`src/rtl/request_slot_scheduler.sv`:
```
// request_slot_scheduler: DEPTH-slot request register with round-robin selection of occupied slots.
// Defining SCHED_DUP_FILTER_EN drops loads whose code already sits in an occupied slot.
module request_slot_scheduler #(
    parameter int WIDTH = 8,
    parameter int DEPTH = 4
) (
    input  logic                       CLK,
    input  logic                       RESET,
    input  logic [WIDTH-1:0]           IN,
    input  logic                       LOAD,
    input  logic                       RCO,
    input  logic                       SERVED,
    output logic [WIDTH-1:0]           OUT,
    output logic [$clog2(DEPTH)-1:0]   SEL,
    output logic                       VALID,
    output logic [$clog2(DEPTH+1)-1:0] COUNT,
    output logic                       FULL,
    output logic                       OVERFLOW
);
    localparam int SEL_W = $clog2(DEPTH);
    localparam int CNT_W = $clog2(DEPTH + 1);

    logic [WIDTH-1:0] slot_q [DEPTH];
    logic [WIDTH-1:0] slot_d [DEPTH];
    logic [SEL_W-1:0] sel_q;
    logic [SEL_W-1:0] sel_d;
    logic             ovf_q;
    logic             ovf_d;

    logic [DEPTH-1:0] occ_q;
    logic [DEPTH-1:0] occ_clr;
    logic [SEL_W-1:0] free_idx;
    logic             free_found;
    logic             rco_found;
    logic             load_req;
    logic             dup_hit;
    logic             do_write;
    logic [CNT_W-1:0] count;

    function automatic logic [SEL_W-1:0] wrap_add(input logic [SEL_W-1:0] base, input int step);
        int t;
        t = int'(base) + step;
        if (t >= DEPTH) begin
            t = t - DEPTH;
        end
        return t[SEL_W-1:0];
    endfunction

    // occ_clr is occupancy after the same-cycle SERVED clear; both the RCO search and the load use it
    always_comb begin
        occ_q   = '0;
        occ_clr = '0;
        for (int i = 0; i < DEPTH; i++) begin
            occ_q[i]   = (slot_q[i] != '0);
            occ_clr[i] = occ_q[i] && !(SERVED && (sel_q == SEL_W'(i)));
        end
    end

    always_comb begin
        sel_d     = sel_q;
        rco_found = 1'b0;
        if (RCO) begin
            for (int k = 1; k < DEPTH; k++) begin
                if (!rco_found && occ_clr[wrap_add(sel_q, k)]) begin
                    sel_d     = wrap_add(sel_q, k);
                    rco_found = 1'b1;
                end
            end
        end
    end

    always_comb begin
        free_idx   = '0;
        free_found = 1'b0;
        for (int i = 0; i < DEPTH; i++) begin
            if (!free_found && !occ_clr[i]) begin
                free_idx   = SEL_W'(i);
                free_found = 1'b1;
            end
        end
    end

`ifdef SCHED_DUP_FILTER_EN
    always_comb begin
        dup_hit = 1'b0;
        for (int i = 0; i < DEPTH; i++) begin
            if (occ_clr[i] && (slot_q[i] == IN)) begin
                dup_hit = 1'b1;
            end
        end
    end
`else
    assign dup_hit = 1'b0;
`endif

    assign load_req = LOAD && (IN != '0) && !dup_hit;
    assign do_write = load_req && free_found;
    assign ovf_d    = load_req && !free_found;

    always_comb begin
        for (int i = 0; i < DEPTH; i++) begin
            slot_d[i] = slot_q[i];
        end
        if (SERVED) begin
            slot_d[sel_q] = '0;
        end
        if (do_write) begin
            slot_d[free_idx] = IN;
        end
    end

    always_ff @(posedge CLK or posedge RESET) begin
        if (RESET) begin
            for (int i = 0; i < DEPTH; i++) begin
                slot_q[i] <= '0;
            end
            sel_q <= '0;
            ovf_q <= 1'b0;
        end else begin
            for (int i = 0; i < DEPTH; i++) begin
                slot_q[i] <= slot_d[i];
            end
            sel_q <= sel_d;
            ovf_q <= ovf_d;
        end
    end

    always_comb begin
        count = '0;
        for (int i = 0; i < DEPTH; i++) begin
            count = count + CNT_W'(occ_q[i]);
        end
    end

    assign OUT      = slot_q[sel_q];
    assign SEL      = sel_q;
    assign VALID    = |occ_q;
    assign COUNT    = count;
    assign FULL     = (count == CNT_W'(DEPTH));
    assign OVERFLOW = ovf_q;

endmodule

```
`config.mk`:
```
export PLATFORM = sky130hd
export DESIGN_NAME = request_slot_scheduler
export DESIGN_NICKNAME = d
export VERILOG_FILES = /design/src/rtl/request_slot_scheduler.sv
export SDC_FILE = /design/constraint.sdc
export NUM_CORES = 1
export LEC_CHECK = 0
export CAP_MARGIN = 20
export CORE_MARGIN = 2
export CORE_UTILIZATION = 50
export DETAILED_ROUTE_END_ITERATION = 8
export GPL_TIMING_DRIVEN = 1
export PLACE_DENSITY = 0.75
export SLEW_MARGIN = 40
export SYNTH_ARGS = -nofsm -noshare
export SYNTH_HDL_FRONTEND = slang
export SYNTH_SLANG_ARGS = --single-unit
```
`constraint.sdc`:
```
create_clock -name CLK -period 3.7 [get_ports CLK]
set_input_delay 0.555 -clock CLK [delete_from_list [all_inputs] [get_ports CLK]]
set_output_delay 0.555 -clock CLK [all_outputs]
set_load 0.03 [all_outputs]
```
* After elaboration in Yosys (flattened, before gate mapping)
Cells that the tools add are included.
** Operators by class
- Add/sub/neg operators :: 9
- Order comparisons :: 10
- Equal/unequal tests :: 4
- Muxes and demuxes :: 36
- Bitwise logic cells :: 4
- Reductions and logical operators :: 39
** Operators with widths (count)
- 32-bit 2-to-1 mux :: 2
- 8-bit nonzero test :: 5
- 32-bit AND :: 1
- 32-bit bitwise mux :: 1
- 8-bit demux with 2-bit select :: 2
- 8-bit 2-to-1 mux :: 4
- 32-bit inverter :: 1
- 2-bit 2-to-1 mux :: 11
- 1-bit logical AND :: 18
- 8-bit binary-select mux with 2-bit select :: 1
- 3-bit >= comparator (second input constant) :: 5
- 1-bit zero test :: 12
- 1-bit 2-to-1 mux :: 12
- 2-bit by 3-bit < comparator with 1-bit output (second input constant) :: 3
- 2-bit by 2-bit adder with 3-bit output (second input constant) :: 2
- 1-bit binary-select mux with 2-bit select :: 3
- 3-bit by 1-bit < comparator with 1-bit output (second input constant) :: 2
- 2-bit inverter with 3-bit output :: 2
- 2-bit by 1-bit subtractor with 2-bit output (second input constant) :: 3
- 2-bit equality test (second input constant) :: 2
- 4-bit OR reduction :: 1
- 2-bit by 1-bit adder with 3-bit output :: 1
- 2-bit by 1-bit adder with 3-bit output (second input constant) :: 1
- 3-bit by 1-bit adder with 3-bit output :: 1
- other kinds (6) :: 6
** Storage, ports and cells
- Flip-flop bits (word level) :: 35
- Output and inout bits :: 16
- Word-level logic and storage cells :: 108

* Longest topological paths before layout
Gate-level depths: netlist of the first run.
- Depth in word-level cells :: 20
- Gate-level depth with buffers :: 8
- Depth with buffers taken out :: 7

* Worst setup path after synthesis of the first run
OpenSTA, ideal clock, no wires.
- Path type :: flip-flop to output port
- From :: register slot_q[3] (netlist name)
- To :: output port FULL
- Arrival time :: 3.054 ns
- Path slack :: 0.091 ns
- Stages on the path, launching flop included :: 7
- Buffers on the path :: 0
- Cells stage by stage :: dfrtp_1 or4_1 or2_2 fa_1 ha_1 ha_1 nor3b_1
** Between the ends
- Word-level cells in the longest chain between the ends :: 3
** Ends and longest elaborated chain
- from (decl) :: line 23 : logic [WIDTH-1:0] slot_q [DEPTH];
- from (signal, indexed assignment) :: line 121 : slot_q[i] <= slot_d[i];
- 8-bit nonzero test :: line 54 : occ_q[i] = (slot_q[i] != '0);
- 3-bit by 1-bit adder with 3-bit output :: line 131 : count = count + CNT_W'(occ_q[i]);
- net COUNT[1] :: line 16 : output logic [$clog2(DEPTH+1)-1:0] COUNT,
- 3-bit equality test :: line 139 : assign FULL = (count == CNT_W'(DEPTH));
- to (decl) :: line 17 : output logic FULL,
The timed path passes the listed nets, and every way through them passes these cells.

* Final worst setup path of the first run
- From :: register slot_q[3] (netlist name)
- To :: output port COUNT[0]
** Between the ends
- Word-level cells in the longest chain between the ends :: 2
** Ends and longest elaborated chain (line)
- 8-bit nonzero test :: 54
- 3-bit by 1-bit adder with 3-bit output :: 131
- to (decl) :: 16
No other way between the ends.

==> impl_metrics.env, run 1 <==
export IMPL_slew_headroom=0.544
export IMPL_dp_slack_ns=0.0257
export IMPL_grt_max_degree=19
export IMPL_cts_tree="yes"
export IMPL_core_sq_um=3610
export IMPL_p_leak_nw=1.03
export IMPL_io_buffers=28
export IMPL_die_area_sq_um=4220
export IMPL_hold_start="slot_q[10]"
export IMPL_power_density_nw_per_um2=1140
export IMPL_grt_pass1_wl_um=7800
export IMPL_cp_slowest_cell="clkdlybuf4s50_1"
export IMPL_layout_setup_ws_ns=0.0965
export IMPL_start_kind="register"
export IMPL_die_height_um=65.0
export IMPL_async_flop_share=1.00
export IMPL_hold_ws_ns=0.527
export IMPL_outcome="finished, final reports clean"
export IMPL_cts_setup_buffers=0
export IMPL_drive_gt1_frac=0.171
export IMPL_arrival_ns=3.05
export IMPL_track_usage=0.255
export IMPL_drt_drc_violations_left=0
export IMPL_antenna_found_initial=0
export IMPL_netlist_area_sq_um=1860
export IMPL_finalCritPeriodShare=0.974
export IMPL_synthMuxAreaShare=0.127
export IMPL_synth_seq_cells=35
export IMPL_fmax_mhz=278
export IMPL_drt_iter0_drc=94
export IMPL_final_setup_tns_ns=0
export IMPL_routed_wl_um=4740
export IMPL_die_x_um=65.0
export IMPL_synth_cells=144
export IMPL_synth_compound_area_frac=0.225
export IMPL_slew_violations=0
export IMPL_final_min_clock_period_ns=3.60
export IMPL_fill_cells=288
export IMPL_htreeDepth=2
export IMPL_worstMarginPinSlew_ns=0.682
export IMPL_synthesis_nets=165
export IMPL_drt_first_pass_iters=4
export IMPL_cts_buffer_depth=2
export IMPL_crit_type="reg -> out"
export IMPL_cp_cell_sequence="or4_1, or2_2, fa_1, ha_1, clkdlybuf4s50_1"
export IMPL_final_setup_skew_ns=0.00869
export IMPL_worst_r2r_endpoint="slot_q[16]"
export IMPL_setup_viol=0
export IMPL_grt_pass1_vias=1532
export IMPL_yosysSeqAreaShare=0.471
export IMPL_synthSimpleGateAreaFrac=0.0935
export IMPL_r2r_cells=7
export IMPL_yosysWarnings=0
export IMPL_syn_area_per_cell_sq_um=12.9
export IMPL_clock_latency_ns=0.29
export IMPL_r2r_start="SEL[1]"
export IMPL_synth_flop_cell="dfrtp_1"
export IMPL_ff2ff_setup_slack_ns=0.78
export IMPL_synth_xor_area_frac=0.00471
export IMPL_cts_buffers=5
export IMPL_whs_path_depth=1
export IMPL_wire_per_inst_um=20.7
export IMPL_maxCapViolCount=0
export IMPL_hold_path_class="reg -> reg"
export IMPL_num_rows=22
export IMPL_synth_edf_count=0
export IMPL_viasPerCell=6.44
export IMPL_io_pins=29
export IMPL_routed_via_count=1474
export IMPL_rsz0062_at_grt="no"
export IMPL_gr_total_overflow=0
export IMPL_cp_required_ns=3.14
export IMPL_synth_top_family_by_area="compound AO/OA/AOI/OAI gates"
export IMPL_hpwl_um=3470
export IMPL_vdd_ir_drop_worst_mv=0.618
export IMPL_final_nets=201
export IMPL_antenna_left=0
export IMPL_gp_congestion=0.923
export IMPL_start_util=0.516
export IMPL_area_delta_synth_final_pct=25.8
export IMPL_clkTransAtPathRegs_ns=0.07
export IMPL_n_antenna_cell=0
export IMPL_crit_path_max_incr_delay_ns=0.67
export IMPL_finalHoldViolations=0
export IMPL_cts_root_buf="clkbuf_8"
export IMPL_clock_sinks=35
export IMPL_synthDistinctLibCells=34
export IMPL_holdPathEnd="slot_q[10]"
export IMPL_synth_fa_ha_area_frac=0.0579
export IMPL_worst_setup_path_end_kind="primary output"
export IMPL_mostFrequentLayoutCells="dfrtp_1 (35), a22o_1 (35), clkdlybuf4s50_1 (25)"
export IMPL_critPathMaxFanout=3
==> cells by family after synthesis <==
kind of cell / Yosys count
xor gates and xnor gates: 1
and+or+nand+nor: 30
buffers and inverters: 10
DFF: 35
AOI/OAI and AO/OA: 49
adders and majority gates: 8
muxes: 11
==> layout make-up <==
class	count	area (sq um)	share of cell area
timing repair buffer	34	322	0.138
multi-input combinational	99	945	0.404
sequential	35	876	0.375
inverter	5	18.8	0.00803
clock buffer	6	82.6	0.0353
tap	48	60.1	0.0257
clock inverter	2	35.0	0.0150
==> flip-flops by register name, indices dropped and copies added, names as in the netlist <==
name,flops
OVERFLOW,1
SEL,2
slot_q,32
==> Yosys cell counts (all sizes together), types with 2 or more instances <==
cell type  count  area, sq um
clkbuf         4         15.0
o21a           2         15.0
and2           2         12.5
nor4           6         37.5
inv            5         18.8
o21ai          2         10.0
ha             7         87.6
a22o          35          307
mux4          10          225
nor2           4         15.0
or4            4         33.8
a21boi         3         22.5
or2            2         12.5
nand2          7         26.3
dfrtp         35          876
==> critical path: cells and delay by family (launching register included) <==
kind                       cells  cell delay (ns)
and+or+nand+nor                2             0.93
adders and majority gates      2             0.75
buffers and inverters          1             0.67
DFF                            1             0.40
==> where the power goes <==
group / total, mW / switching (mW) / internal, mW
Sequential: 0.687 / 0.152 / 0.535
Clock: 0.355 / 0.137 / 0.218
Combinational: 1.61 / 0.861 / 0.753
Total: 2.66 / 1.15 / 1.51
==> routing by layer <==
layer | global-route usage | up-vias | routed length [um]
li1 | - | 650 | -
met1 | 0.359 | 736 | 1990
met2 | 0.371 | 80 | 2230
met3 | 0.0694 | 8 | 432
met4 | 0.112 | 0 | 82
met5 | 0 | - | 0
==> per-stage QoR <==
| stage | std cells | instance area [sq um] | power, mW | util |
|---|---|---|---|---|
| 2_1_floorplan | 144 | 1860 | 1.78 | - |
| 3_3_place_gp | 221 | 2220 | 2.29 | 0.617 |
| 3_5_place_dp | 221 | 2220 | 2.34 | 0.617 |
| 4_1_cts | 229 | 2340 | 2.67 | 0.649 |
| 5_1_grt | 229 | 2340 | 2.81 | 0.649 |
| 6_report | 229 | 2340 | 2.66 | 0.649 |
==> worst max-delay path by stage <==
stage / start / endpoint / depth (start not counted)
after global placement: slot_q[3] / FULL / 7
after CTS: slot_q[3] / FULL / 7
after floorplan: slot_q[3] / FULL / 6
after global routing: slot_q[3] / COUNT[0] / 5
final: slot_q[3] / COUNT[0] / 5
after detailed placement: slot_q[3] / FULL / 7
==> what timing repair did <==
action / 4_1_cts / 5_1_grt
hold buffers: 0 / 0
endpoints found under the setup margin: 2 / 2
resized for setup: 2 / 4
cloned: 0 / 0
Note: power is estimated with default switching activity, not from simulation.
==> inputs of run 2 (changes only) <==
--- a/config.mk
+++ b/config.mk
@@ -5,11 +5,12 @@
 export SDC_FILE = /design/constraint.sdc
 export NUM_CORES = 1
 export LEC_CHECK = 0
-export CAP_MARGIN = 20
+export CAP_MARGIN = 10
 export CORE_MARGIN = 2
 export CORE_UTILIZATION = 50
 export DETAILED_ROUTE_END_ITERATION = 8
 export GPL_TIMING_DRIVEN = 1
+export MAX_ROUTING_LAYER = met4
 export PLACE_DENSITY = 0.75
 export SLEW_MARGIN = 40
 export SYNTH_ARGS = -nofsm -noshare
==> run 2 against run 1 <==
Compared with the run above: critical path depth did not move; clock power about the same; core utilization unchanged; register-to-register slack better by 0.02 ns; flip-flop and latch count is the same; first-iteration DRC count increased by 21%; largest cell class unchanged; highest routed layer unchanged.
==> impl_metrics.env, run 2 (synthesized netlist as in run 1, its figures left out) <==
export IMPL_htreeDepth=2
export IMPL_grt_max_degree=19
export IMPL_start_util=0.516
export IMPL_io_buffers=28
export IMPL_arrival_ns=3.05
export IMPL_slew_headroom=0.551
export IMPL_die_x_um=65.0
export IMPL_worst_r2r_endpoint="slot_q[17]"
export IMPL_grt_pass1_vias=1531
export IMPL_clock_sinks=35
export IMPL_mostFrequentLayoutCells="dfrtp_1 (35), a22o_1 (35), clkdlybuf4s50_1 (25)"
export IMPL_drive_gt1_frac=0.171
export IMPL_core_sq_um=3610
export IMPL_r2r_cells=7
export IMPL_hold_start="slot_q[10]"
export IMPL_slew_violations=0
export IMPL_routed_via_count=1464
export IMPL_cts_buffers=5
export IMPL_worst_setup_path_end_kind="primary output"
export IMPL_die_height_um=65.0
export IMPL_final_setup_skew_ns=0.00886
export IMPL_routed_wl_um=4730
export IMPL_wl_met1_um=2010
export IMPL_gp_congestion=0.940
export IMPL_clock_latency_ns=0.29
export IMPL_grt_pass1_wl_um=7780
export IMPL_setup_viol=0
export IMPL_cts_root_buf="clkbuf_8"
export IMPL_cts_tree="yes"
export IMPL_instances_no_fill=229
export IMPL_layout_setup_ws_ns=0.100
export IMPL_hold_path_class="reg -> reg"
export IMPL_largest_register_ffs=32
export IMPL_n_antenna_cell=0
export IMPL_drt_drc_violations_left=0
export IMPL_num_rows=22
export IMPL_critPathMaxFanout=3
export IMPL_track_usage=0.262
export IMPL_finalCritPeriodShare=0.973
export IMPL_viasPerCell=6.39
export IMPL_holdPathEnd="slot_q[10]"
export IMPL_finalHoldViolations=0
export IMPL_top_register="slot_q"
export IMPL_ff2ff_setup_slack_ns=0.80
export IMPL_final_setup_tns_ns=0
export IMPL_start_kind="register"
export IMPL_cp_required_ns=3.14
export IMPL_final_nets=201
export IMPL_wire_per_inst_um=20.6
export IMPL_worstMarginPinSlew_ns=0.671
export IMPL_outcome="finished, final reports clean"
export IMPL_wl_met2_um=2200
export IMPL_dp_cells=221
export IMPL_gr_total_overflow=0
export IMPL_rsz0062_at_grt="no"
export IMPL_whs_path_depth=1
export IMPL_clkTransAtPathRegs_ns=0.08
export IMPL_fmax_mhz=278
export IMPL_cts_buffer_depth=2
export IMPL_dr_max_layer_used="met4"
export IMPL_die_area_sq_um=4220
export IMPL_area_delta_synth_final_pct=25.8
export IMPL_antenna_found_initial=0
export IMPL_vdd_ir_drop_worst_mv=0.619
export IMPL_drt_first_pass_iters=4
export IMPL_maxCapViolCount=0
export IMPL_final_min_clock_period_ns=3.60
export IMPL_final_util=0.649
export IMPL_p_leak_nw=1.03
export IMPL_antenna_left=0
export IMPL_crit_type="reg -> out"
export IMPL_power_density_nw_per_um2=1140
export IMPL_dp_slack_ns=0.0257
export IMPL_r2r_start="SEL[1]"
export IMPL_hpwl_um=3470
export IMPL_io_pins=29
export IMPL_drt_iter0_drc=114
export IMPL_met3_length_um=412
export IMPL_cts_hold_buffers=0
run 2: repair_timing:
action / 4_1_cts / 5_1_grt
resized for setup: 2 / 4
pin swaps: 0 / 0
endpoints found under the setup margin: 2 / 2
setup buffers: 0 / 0
endpoints found under the hold margin: 0 / 0
run 2: metal layers:
layer,up-vias,GRT usage
met5,-,-
met1,731,0.358
met2,69,0.371
met4,0,0.112
li1,654,-
met3,10,0.0712
run 2: per-stage QoR:
stage / hold slack [ns] / area (sq um) / total power [mW]
2_1_floorplan: 0.481 / 1860 / 1.78
3_3_place_gp: 0.504 / 2220 / 2.29
3_5_place_dp: 0.512 / 2220 / 2.34
4_1_cts: 0.528 / 2340 / 2.67
5_1_grt: 0.557 / 2340 / 2.81
6_report: 0.532 / 2340 / 2.65
run 2: cell type report:
type                       instances  area, sq um
clock buffer                       6         82.6
timing repair buffer              34          322
sequential                        35          876
fill                             288         1270
tap                               48         60.1
multi-input combinational         99          945
clock inverter                     2         35.0
inverter                           5         18.8
run 2: critical path, cell delays in order, from the launching register on:
cell and delay (ns):
dfrtp_1 0.40, or4_1 0.57, or2_2 0.35, fa_1 0.44, ha_1 0.31, clkdlybuf4s50_1 0.67
run 2: worst max-delay path by stage:
stage / startpoint / to / slack (ns)
3_5_place_dp: slot_q[3] / FULL / 0.03
4_1_cts: slot_q[3] / FULL / 0.005
2_1_floorplan: slot_q[3] / FULL / 0.09
6_report: slot_q[3] / COUNT[0] / 0.1
5_1_grt: slot_q[3] / COUNT[0] / 0.02
3_3_place_gp: slot_q[3] / FULL / 0.08
run 2: report_power, final:
group / internal (mW) / leakage, nW / switching [mW]
sequential: 0.535 / 0.450 / 0.150
combinational: 0.753 / 0.514 / 0.862
clock: 0.218 / 0.0612 / 0.138
total: 1.51 / 1.03 / 1.15
